--- config.mk ---
export PLATFORM = sky130hd
export DESIGN_NAME = div_unit
export DESIGN_NICKNAME = d
export VERILOG_FILES = /design/src/rtl/div_unit.sv
export SDC_FILE = /design/constraint.sdc
export NUM_CORES = 1
export LEC_CHECK = 0
export ABC_CLOCK_PERIOD_IN_PS = 5990
export CAP_MARGIN = 20
export CORE_AREA = 2 2 202 125
export DETAILED_ROUTE_END_ITERATION = 8
export DIE_AREA = 0 0 204 127
export PLACE_DENSITY = 0.7
export SLEW_MARGIN = 20
export SYNTH_ARGS = -nofsm -noshare
export SYNTH_HDL_FRONTEND = slang
export SYNTH_SLANG_ARGS = --single-unit
export TNS_END_PERCENT = 1
--- constraint.sdc ---
create_clock -name i_clk -period 5.99 [get_ports i_clk]
set_input_delay 0.599 -clock i_clk [delete_from_list [all_inputs] [get_ports i_clk]]
set_output_delay 0.599 -clock i_clk [all_outputs]
set_load 0.01 [all_outputs]
--- src/rtl/div_unit.sv ---
// Radix-2 restoring divider for RV32M DIV/DIVU/REM/REMU.
// One quotient bit per cycle; divide-by-zero and overflow take a 1-cycle path.
module div_unit #(
    parameter int XLEN  = 32,
    parameter int CNT_W = 6
) (
    input  logic            i_clk,
    input  logic            i_rst_n,
    input  logic            i_valid,
    output logic            o_ready,
    input  logic [1:0]      i_divop,
    input  logic [XLEN-1:0] i_src1,
    input  logic [XLEN-1:0] i_src2,
    input  logic            i_flush,
    output logic            o_valid,
    input  logic            i_ready,
    output logic [XLEN-1:0] o_result
);

    typedef enum logic [1:0] {
        IDLE,
        CALC,
        DONE
    } state_e;

    localparam logic [CNT_W-1:0] LAST = CNT_W'(XLEN - 1);
    localparam logic [XLEN-1:0]  MIN_NEG = {1'b1, {(XLEN-1){1'b0}}};

    state_e          state_q;
    logic [CNT_W-1:0] cnt_q;
    logic [XLEN-1:0] rem_q;
    logic [XLEN-1:0] dvd_q;
    logic [XLEN-1:0] dsr_q;
    logic            is_rem_q;
    logic            q_neg_q;
    logic            r_neg_q;
    logic            valid_q;
    logic [XLEN-1:0] result_q;

    logic            signed_op;
    logic [XLEN-1:0] mag1;
    logic [XLEN-1:0] mag2;
    logic            div_zero;
    logic            ovf;
    logic [XLEN-1:0] spec_res;

    logic [XLEN:0]   rem_sh;
    logic            ge;
    logic [XLEN-1:0] rem_d;
    logic [XLEN-1:0] quot_d;
    logic [XLEN-1:0] res_fin;

    assign o_ready  = (state_q == IDLE) && i_rst_n;
    assign o_valid  = valid_q;
    assign o_result = result_q;

    // Accept-time operand conditioning and special-case result selection.
    always_comb begin
        signed_op = ~i_divop[0];
        mag1      = (signed_op && i_src1[XLEN-1]) ? -i_src1 : i_src1;
        mag2      = (signed_op && i_src2[XLEN-1]) ? -i_src2 : i_src2;
        div_zero  = (i_src2 == '0);
        ovf       = signed_op && (i_src1 == MIN_NEG) && (&i_src2);
        if (div_zero) begin
            spec_res = i_divop[1] ? i_src1 : '1;
        end else begin
            spec_res = i_divop[1] ? '0 : i_src1;
        end
    end

    // One restoring step: shift in dividend MSB, subtract divisor if it fits.
    always_comb begin
        rem_sh  = {rem_q, dvd_q[XLEN-1]};
        ge      = (rem_sh >= {1'b0, dsr_q});
        rem_d   = ge ? (rem_sh[XLEN-1:0] - dsr_q) : rem_sh[XLEN-1:0];
        quot_d  = {dvd_q[XLEN-2:0], ge};
        if (is_rem_q) begin
            res_fin = r_neg_q ? -rem_d : rem_d;
        end else begin
            res_fin = q_neg_q ? -quot_d : quot_d;
        end
    end

    // Control FSM with registered result and valid.
    always_ff @(posedge i_clk) begin
        if (!i_rst_n) begin
            state_q  <= IDLE;
            cnt_q    <= '0;
            rem_q    <= '0;
            dvd_q    <= '0;
            dsr_q    <= '0;
            is_rem_q <= 1'b0;
            q_neg_q  <= 1'b0;
            r_neg_q  <= 1'b0;
            valid_q  <= 1'b0;
            result_q <= '0;
        end else if (i_flush) begin
            state_q <= IDLE;
            valid_q <= 1'b0;
        end else begin
            unique case (state_q)
                IDLE: begin
                    if (i_valid) begin
                        cnt_q    <= '0;
                        rem_q    <= '0;
                        dvd_q    <= mag1;
                        dsr_q    <= mag2;
                        is_rem_q <= i_divop[1];
                        q_neg_q  <= (i_divop == 2'b00) &
                                    (i_src1[XLEN-1] ^ i_src2[XLEN-1]);
                        r_neg_q  <= (i_divop == 2'b10) & i_src1[XLEN-1];
                        if (div_zero || ovf) begin
                            result_q <= spec_res;
                            valid_q  <= 1'b1;
                            state_q  <= DONE;
                        end else begin
                            state_q <= CALC;
                        end
                    end
                end
                CALC: begin
                    rem_q <= rem_d;
                    dvd_q <= quot_d;
                    cnt_q <= cnt_q + 1'b1;
                    if (cnt_q == LAST) begin
                        result_q <= res_fin;
                        valid_q  <= 1'b1;
                        state_q  <= DONE;
                    end
                end
                DONE: begin
                    if (i_ready) begin
                        valid_q <= 1'b0;
                        state_q <= IDLE;
                    end
                end
                default: begin
                    state_q <= IDLE;
                    valid_q <= 1'b0;
                end
            endcase
        end
    end

endmodule

# Word level (Yosys, flattened, before mapping)
# Cells that the tools add are included.
[classes]
magnitude_cmp = 1
reduce_logical = 17
bitwise = 6
add_sub_neg = 6
muxes = 29
n_eq_ne = 9
[ops]
columns = ["op", "count"]
rows = [
  ["2-to-1 mux 32 bit", 14],
  ["case mux 32 bit (2 select lines)", 3],
  ["negator 32 bit", 4],
  [">= comparator 33 x 32 -> 1 bit", 1],
  ["equality test 32 bit (second input constant)", 1],
  ["zero test 32 bit", 1],
  ["AND reduction 32 bit", 1],
  ["subtractor 32 bit", 1],
  ["case mux 6 bit (2 select lines)", 1],
  ["AND reduction 3 bit", 3],
  ["2-to-1 mux 2 bit", 4],
  ["adder 6 x 1 -> 6 bit (second input constant)", 1],
  ["equality test 6 x 5 -> 1 bit (second input constant)", 1],
  ["2-to-1 mux 6 bit", 1],
  ["inequality test 2 bit (second input constant)", 3],
  ["case mux 2 bit (3 select lines)", 1],
  ["logical AND 1 bit", 5],
  ["AND reduction 5 bit", 1],
  ["equality test 2 bit (second input constant)", 2],
  ["zero test 2 bit", 2],
  ["2-to-1 mux 1 bit", 4],
  ["AND reduction 4 bit", 1],
  ["inverter 1 bit", 3],
  ["case mux 1 bit (3 select lines)", 1],
  ["7 further kinds", 8],
]
[totals]
in_bits = 71
word_cells = 78
reg_bits = 140
output_inout_bits = 34

# Longest topological paths before layout
# Gate-level depths: netlist of the first run.
[logic_depth]
ltp_word = 7
mapped_depth = 26
depth_no_buf = 20

# Least setup slack after synthesis of the first run
# No wires, ideal clock.
[synth_path]
kind = "register to register"
from = "reg rem_q[6]"
to = "reg result_q[28], in the netlist o_result[28]"
path_buffers = 6
t_required_ns = 5.920
path_stages_with_launch = 24
t_arrival_ns = 4.914
setup_time_ns = 0.070
synth_period_minus_slack_ns = 4.984
setup_slack_ns = 1.006
path_cell_list = "dfxtp_1 ha_1 buf_2 nand2_1 o21ai_1 nand2_1 a2111oi_4 or3_4 buf_6 buf_6 buf_2 buf_2 mux2i_1 ha_1 nor3b_1 nand3b_1 or2_2 mux2i_4 o2111ai_2 or3_1 buf_6 o41ai_4 xnor2_1 o2bb2ai_1"
[synth_between]
elab_chain_len = 7
elab_cells_between_ends = 10
cone_classes = "add/sub (3); order compare (1); mux (6)"
[synth_lines]
columns = ["element", "line_no", "rtl"]
rows = [
  ["start: declaration", "31", "logic [XLEN-1:0] rem_q;"],
  ["start signal: assignment", "122", "rem_q <= rem_d;"],
  ["subtractor 32 bit / >= comparator 33 x 32 -> 1 bit (equally long branches)", "75, 74", ""],
  ["2-to-1 mux 32 bit", "75", "rem_d = ge ? (rem_sh[XLEN-1:0] - dsr_q) : rem_sh[XLEN-1:0];"],
  ["negator 32 bit", "78", "res_fin = r_neg_q ? -rem_d : rem_d;"],
  ["2-to-1 mux 32 bit", "78", ""],
  ["2-to-1 mux 32 bit (*)", "77", "if (is_rem_q) begin"],
  ["2-to-1 mux 32 bit (*)", "125", "if (cnt_q == LAST) begin"],
  ["case mux 32 bit (2 select lines) (*)", "101", "unique case (state_q)"],
  ["end signal: assignment", "113", "result_q <= spec_res;"],
  ["end signal: assignment", "126", "result_q <= res_fin;"],
  ["end: declaration", "38", "logic [XLEN-1:0] result_q;"],
]
# Mark *: on every way between the ends. The rest lies on a longest branch, timed or not. The select of a mux whose other input is x is not followed.
# A chain may end at the register's enable or synchronous reset.

# Worst setup path after layout of the first run
[layout_path]
from = "reg dsr_q[19]"
to = "reg result_q[28], in the netlist o_result[28]"
[layout_between]
elab_chain_len = 7
elab_cells_between_ends = 10
cone_classes = "add/sub (3); order compare (1); mux (6)"
[layout_lines]
columns = ["element", "line_no", "rtl"]
rows = [
  ["start: declaration", "33", "logic [XLEN-1:0] dsr_q;"],
  ["start signal: assignment", "107", "dsr_q <= mag2;"],
  ["subtractor 32 bit / >= comparator 33 x 32 -> 1 bit (equally long branches)", "75, 74", ""],
  ["2-to-1 mux 32 bit", "75", ""],
  ["negator 32 bit", "78", ""],
  ["2-to-1 mux 32 bit", "78", ""],
  ["2-to-1 mux 32 bit (*)", "77", ""],
  ["2-to-1 mux 32 bit (*)", "125", ""],
  ["case mux 32 bit (2 select lines) (*)", "101", ""],
]
# Marked as above.

==> results of run 1 <==
==> kinds of logic (layout without fill, tap and decap cells) <==
kind of cell	count (synthesis)	after routing	share of synthesized area, %
muxes	24	24	2.212
DFF	140	140	23.71
xor gates and xnor gates	126	126	9.334
buffers and inverters	167	207	5.895
adders and majority gates	66	66	6.477
AOI/OAI and AO/OA	523	523	28.84
and+or+nand+nor	584	584	23.54
==> worst max-delay path by stage <==
| stage | startpoint | endpoint | slack, ns |
|---|---|---|---|
| 3_5_place_dp | rem_q[18] | o_result[28] | 0.66 |
| 4_1_cts | rem_q[18] | o_result[28] | 0.61 |
| 5_1_grt | rem_q[18] | o_result[30] | 0.09 |
| 2_1_floorplan | rem_q[6] | o_result[28] | 1.01 |
| 3_3_place_gp | rem_q[18] | o_result[30] | 0.84 |
| 6_report | dsr_q[19] | o_result[28] | 0.55 |
==> through the flow <==
stage	util [%]	power, W	cells	setup WS, ns	hold WS (ns)
after floorplan	-	0.001575	1630	1.006	0.4534
after global placement	54.21	0.001826	1960	0.8396	0.4419
after detailed placement	54.21	0.001830	1960	0.6626	0.4403
after CTS	56.79	0.002973	1992	0.6102	0.4485
after global routing	56.80	0.003120	1992	0.08863	0.4794
final	56.80	0.002989	1992	0.5535	0.4463
==> routing by layer <==
layer / share of wire, % / vias to the layer above / routed length, um
met4: 1.3 / 0 / 529
li1: - / 6003 / -
met3: 12 / 51 / 4691
met2: 39 / 637 / 15830
met5: 0 / - / 0
met1: 48 / 5883 / 19200
==> sequential cells by signal (all words and copies together) (netlist names), 2 cells and up <==
register / flops
state_q: 2
dvd_q: 32
rem_q: 32
o_result: 32
dsr_q: 32
cnt_q: 6
==> cell type report <==
type                            count  area [um2]
Inverter                           53       198.9
Clock inverter                     12       170.2
Tap cell                          322       402.9
Fill cell                        2303       10320
Timing Repair Buffer              122        1176
Multi-Input combinational cell   1323        8373
Sequential cell                   140        2803
Clock buffer                       20       446.7
==> worst max-delay path, cell delays in order (launching register included) <==
cell and delay (ns):
dfxtp_1 0.33, inv_1 0.04, ha_1 0.49, nand2_1 0.18
o21ai_2 0.24, a211oi_1 0.10, a211oi_1 0.54, or3_4 0.49
mux2i_1 0.37, ha_1 0.25, nor3b_1 0.29, nand3b_1 0.15
or2_2 0.32, mux2i_4 0.24, o2111ai_2 0.19, or3_1 0.49
o41ai_4 0.37, xnor2_1 0.16, o2bb2ai_1 0.12
==> power groups by stage <==
stage | combinational [W] | clock, W | sequential [W]
floorplan | 0.000557 | 0 | 0.00102
global placement | 0.000797 | 0 | 0.00103
detailed placement | 0.000800 | 0 | 0.00103
CTS | 0.000805 | 0.00116 | 0.00101
global route | 0.000899 | 0.00120 | 0.00102
finish | 0.000827 | 0.00115 | 0.00101
==> cells in the final DEF, fill, tap and decap left out, drive strengths merged, types with 18 or more instances in the layout <==
cell type	instances
nor2	225
nor3	50
xor2	55
clkbuf	20
a22oi	20
inv	53
a21oi	193
nand2	124
maj3	27
a211oi	55
clkdlybuf4s50	104
nand2b	22
nand4	26
xnor2	71
ha	38
o21ai	99
buf	18
o31ai	18
nor4	26
o211ai	21
dfxtp	140
nand3	23
==> impl_metrics.py, run 1 <==
metrics = {
    "status": {
        "status": "finished, final reports clean",
    },
    "clock_tree": {
        "cts_resized": 0,
        "h-tree-depth": 4,
        "clock_sinks": 140,
        "clock_latency_ns": 0.45,
        "postCtsSetupRepairBufs": 0,
        "cts_buffers": 17,
        "cts_hold_buf": 0,
        "cts_tree": "built",
        "cts-root-buf": "clkbuf_16",
        "clk_path_buf_depth": 2,
        "cts.clk_slew.worst_paths_ns": 0.06,
    },
    "yosys": {
        "synthTopCellsByArea": "dfxtp_1, a21oi_1, nor2_1",
        "synth-seq-cells": 140,
        "netlist.area_leader.share_pct": 23.71,
        "ys.warnings.count": 0,
        "synth_edf_count": 0,
        "synth_flop_cell": "dfxtp_1",
        "synth_commonest_cells": "nor2_1, a21oi_1, dfxtp_1",
        "seq_area_frac_synth_pct": 23.71,
        "yosysTopAreaCell": "dfxtp_1",
        "yosysMostFrequentCell": "nor2_1",
        "synth_nets": 1740,
        "netlist_area_mm2": 0.01182,
        "synth_cell_types": 91,
        "synthArstFlopShare_pct": 0,
        "avgSynthCellArea_um2": 7.253,
        "synthCells": 1630,
    },
    "min_path": {
        "hold_depth": 2,
        "hold_path_end": "o_result[23]",
        "worstHoldStart": "o_result[23]",
        "hp-class": "reg2reg",
    },
    "sta": {
        "finalMaxSlewViolations": 0,
        "rsz0062_at_grt": "false",
        "max-slew-margin-rel_pct": 28.30,
        "finalHoldViolCount": 0,
        "fin_worst_skew_ns": 0.009992,
        "tns_ns": 0,
        "finalSetupViolations": 0,
        "period_share_pct": 90.76,
        "fin_crit_ns": 5.436,
        "tightest_slew_ns": 1.073,
        "max_freq_ghz": 0.1839,
    },
    "grt": {
        "met1_usage_pct": 47.46,
        "use_met3_pct": 8.546,
        "grt_pass1_vias": 11350,
        "gr-usage-met2_pct": 43.76,
        "grt_max_degree": 75,
        "grt_pass1_wl_mm": 63.71,
        "antenna_found_initial": 0,
        "grt_overflow": 0,
        "grt.total_usage_pct": 31.35,
        "top_usage_layer": "met1",
    },
    "placement": {
        "placedInstanceArea_mm2": 0.01295,
        "routabilityCongestion": 0.9428,
        "hpwl_mm": 30.09,
        "portBuffers": 104,
    },
    "detailed_routing": {
        "vias": 12570,
        "antenna_left": 0,
        "drtPass1Iterations": 6,
        "drt_iter0_drc": 1550,
        "vias_per_cell": 6.312,
        "routedWlPerCell_um": 20.21,
        "routed_wl_mm": 40.25,
        "drc": 0,
    },
    "floorplan": {
        "core_mm2": 0.02389,
        "start_util_pct": 49.48,
        "ioPinCount": 105,
        "dieArea_mm2": 0.02591,
        "fp.dieW_um": 204,
        "rows": 44,
        "fp.dieH_um": 127,
    },
    "worst_setup_path": {
        "rr_worst_depth": 18,
        "endpoint_kind": "register",
        "critPathMaxFanout": 27,
        "required_ns": 6.37,
        "arrival_ns": 5.82,
        "critPathKind": "reg2reg",
        "start_kind": "register",
        "regToRegSetupSlack_ns": 0.55,
        "r2r_end": "o_result[28]",
        "reg2reg_from": "dsr_q[19]",
    },
    "pwr": {
        "p_leak_nw": 4.962,
        "power_frac_clock_pct": 38.5,
        "ir_drop_v": 0.0002084,
        "seqPwrFrac_pct": 33.8,
        "intPower_w": 0.001981,
        "p_sw_w": 0.001008,
        "pwr_density_cell_mw_per_mm2": 220.3,
        "pwr-share-comb_pct": 27.7,
        "swShare_pct": 33.73,
    },
    "layout": {
        "areaGrowthSynthToFinish_pct": 14.78,
        "fin_nets": 1767,
        "final_area_mm2": 0.01357,
        "diodes": 0,
        "drive_gt1_share_pct": 5.449,
    },
    "flow_run": {
        "maxCapViolations": 0,
    },
}
No activity file was read; power rests on OpenSTA's default activity.
==> inputs of run 2 (changes only) <==
GPL_TIMING_DRIVEN = 1   (was not set)
==> results of run 2 <==
The final DEF is identical to that of run 1; final timing and power are the same.
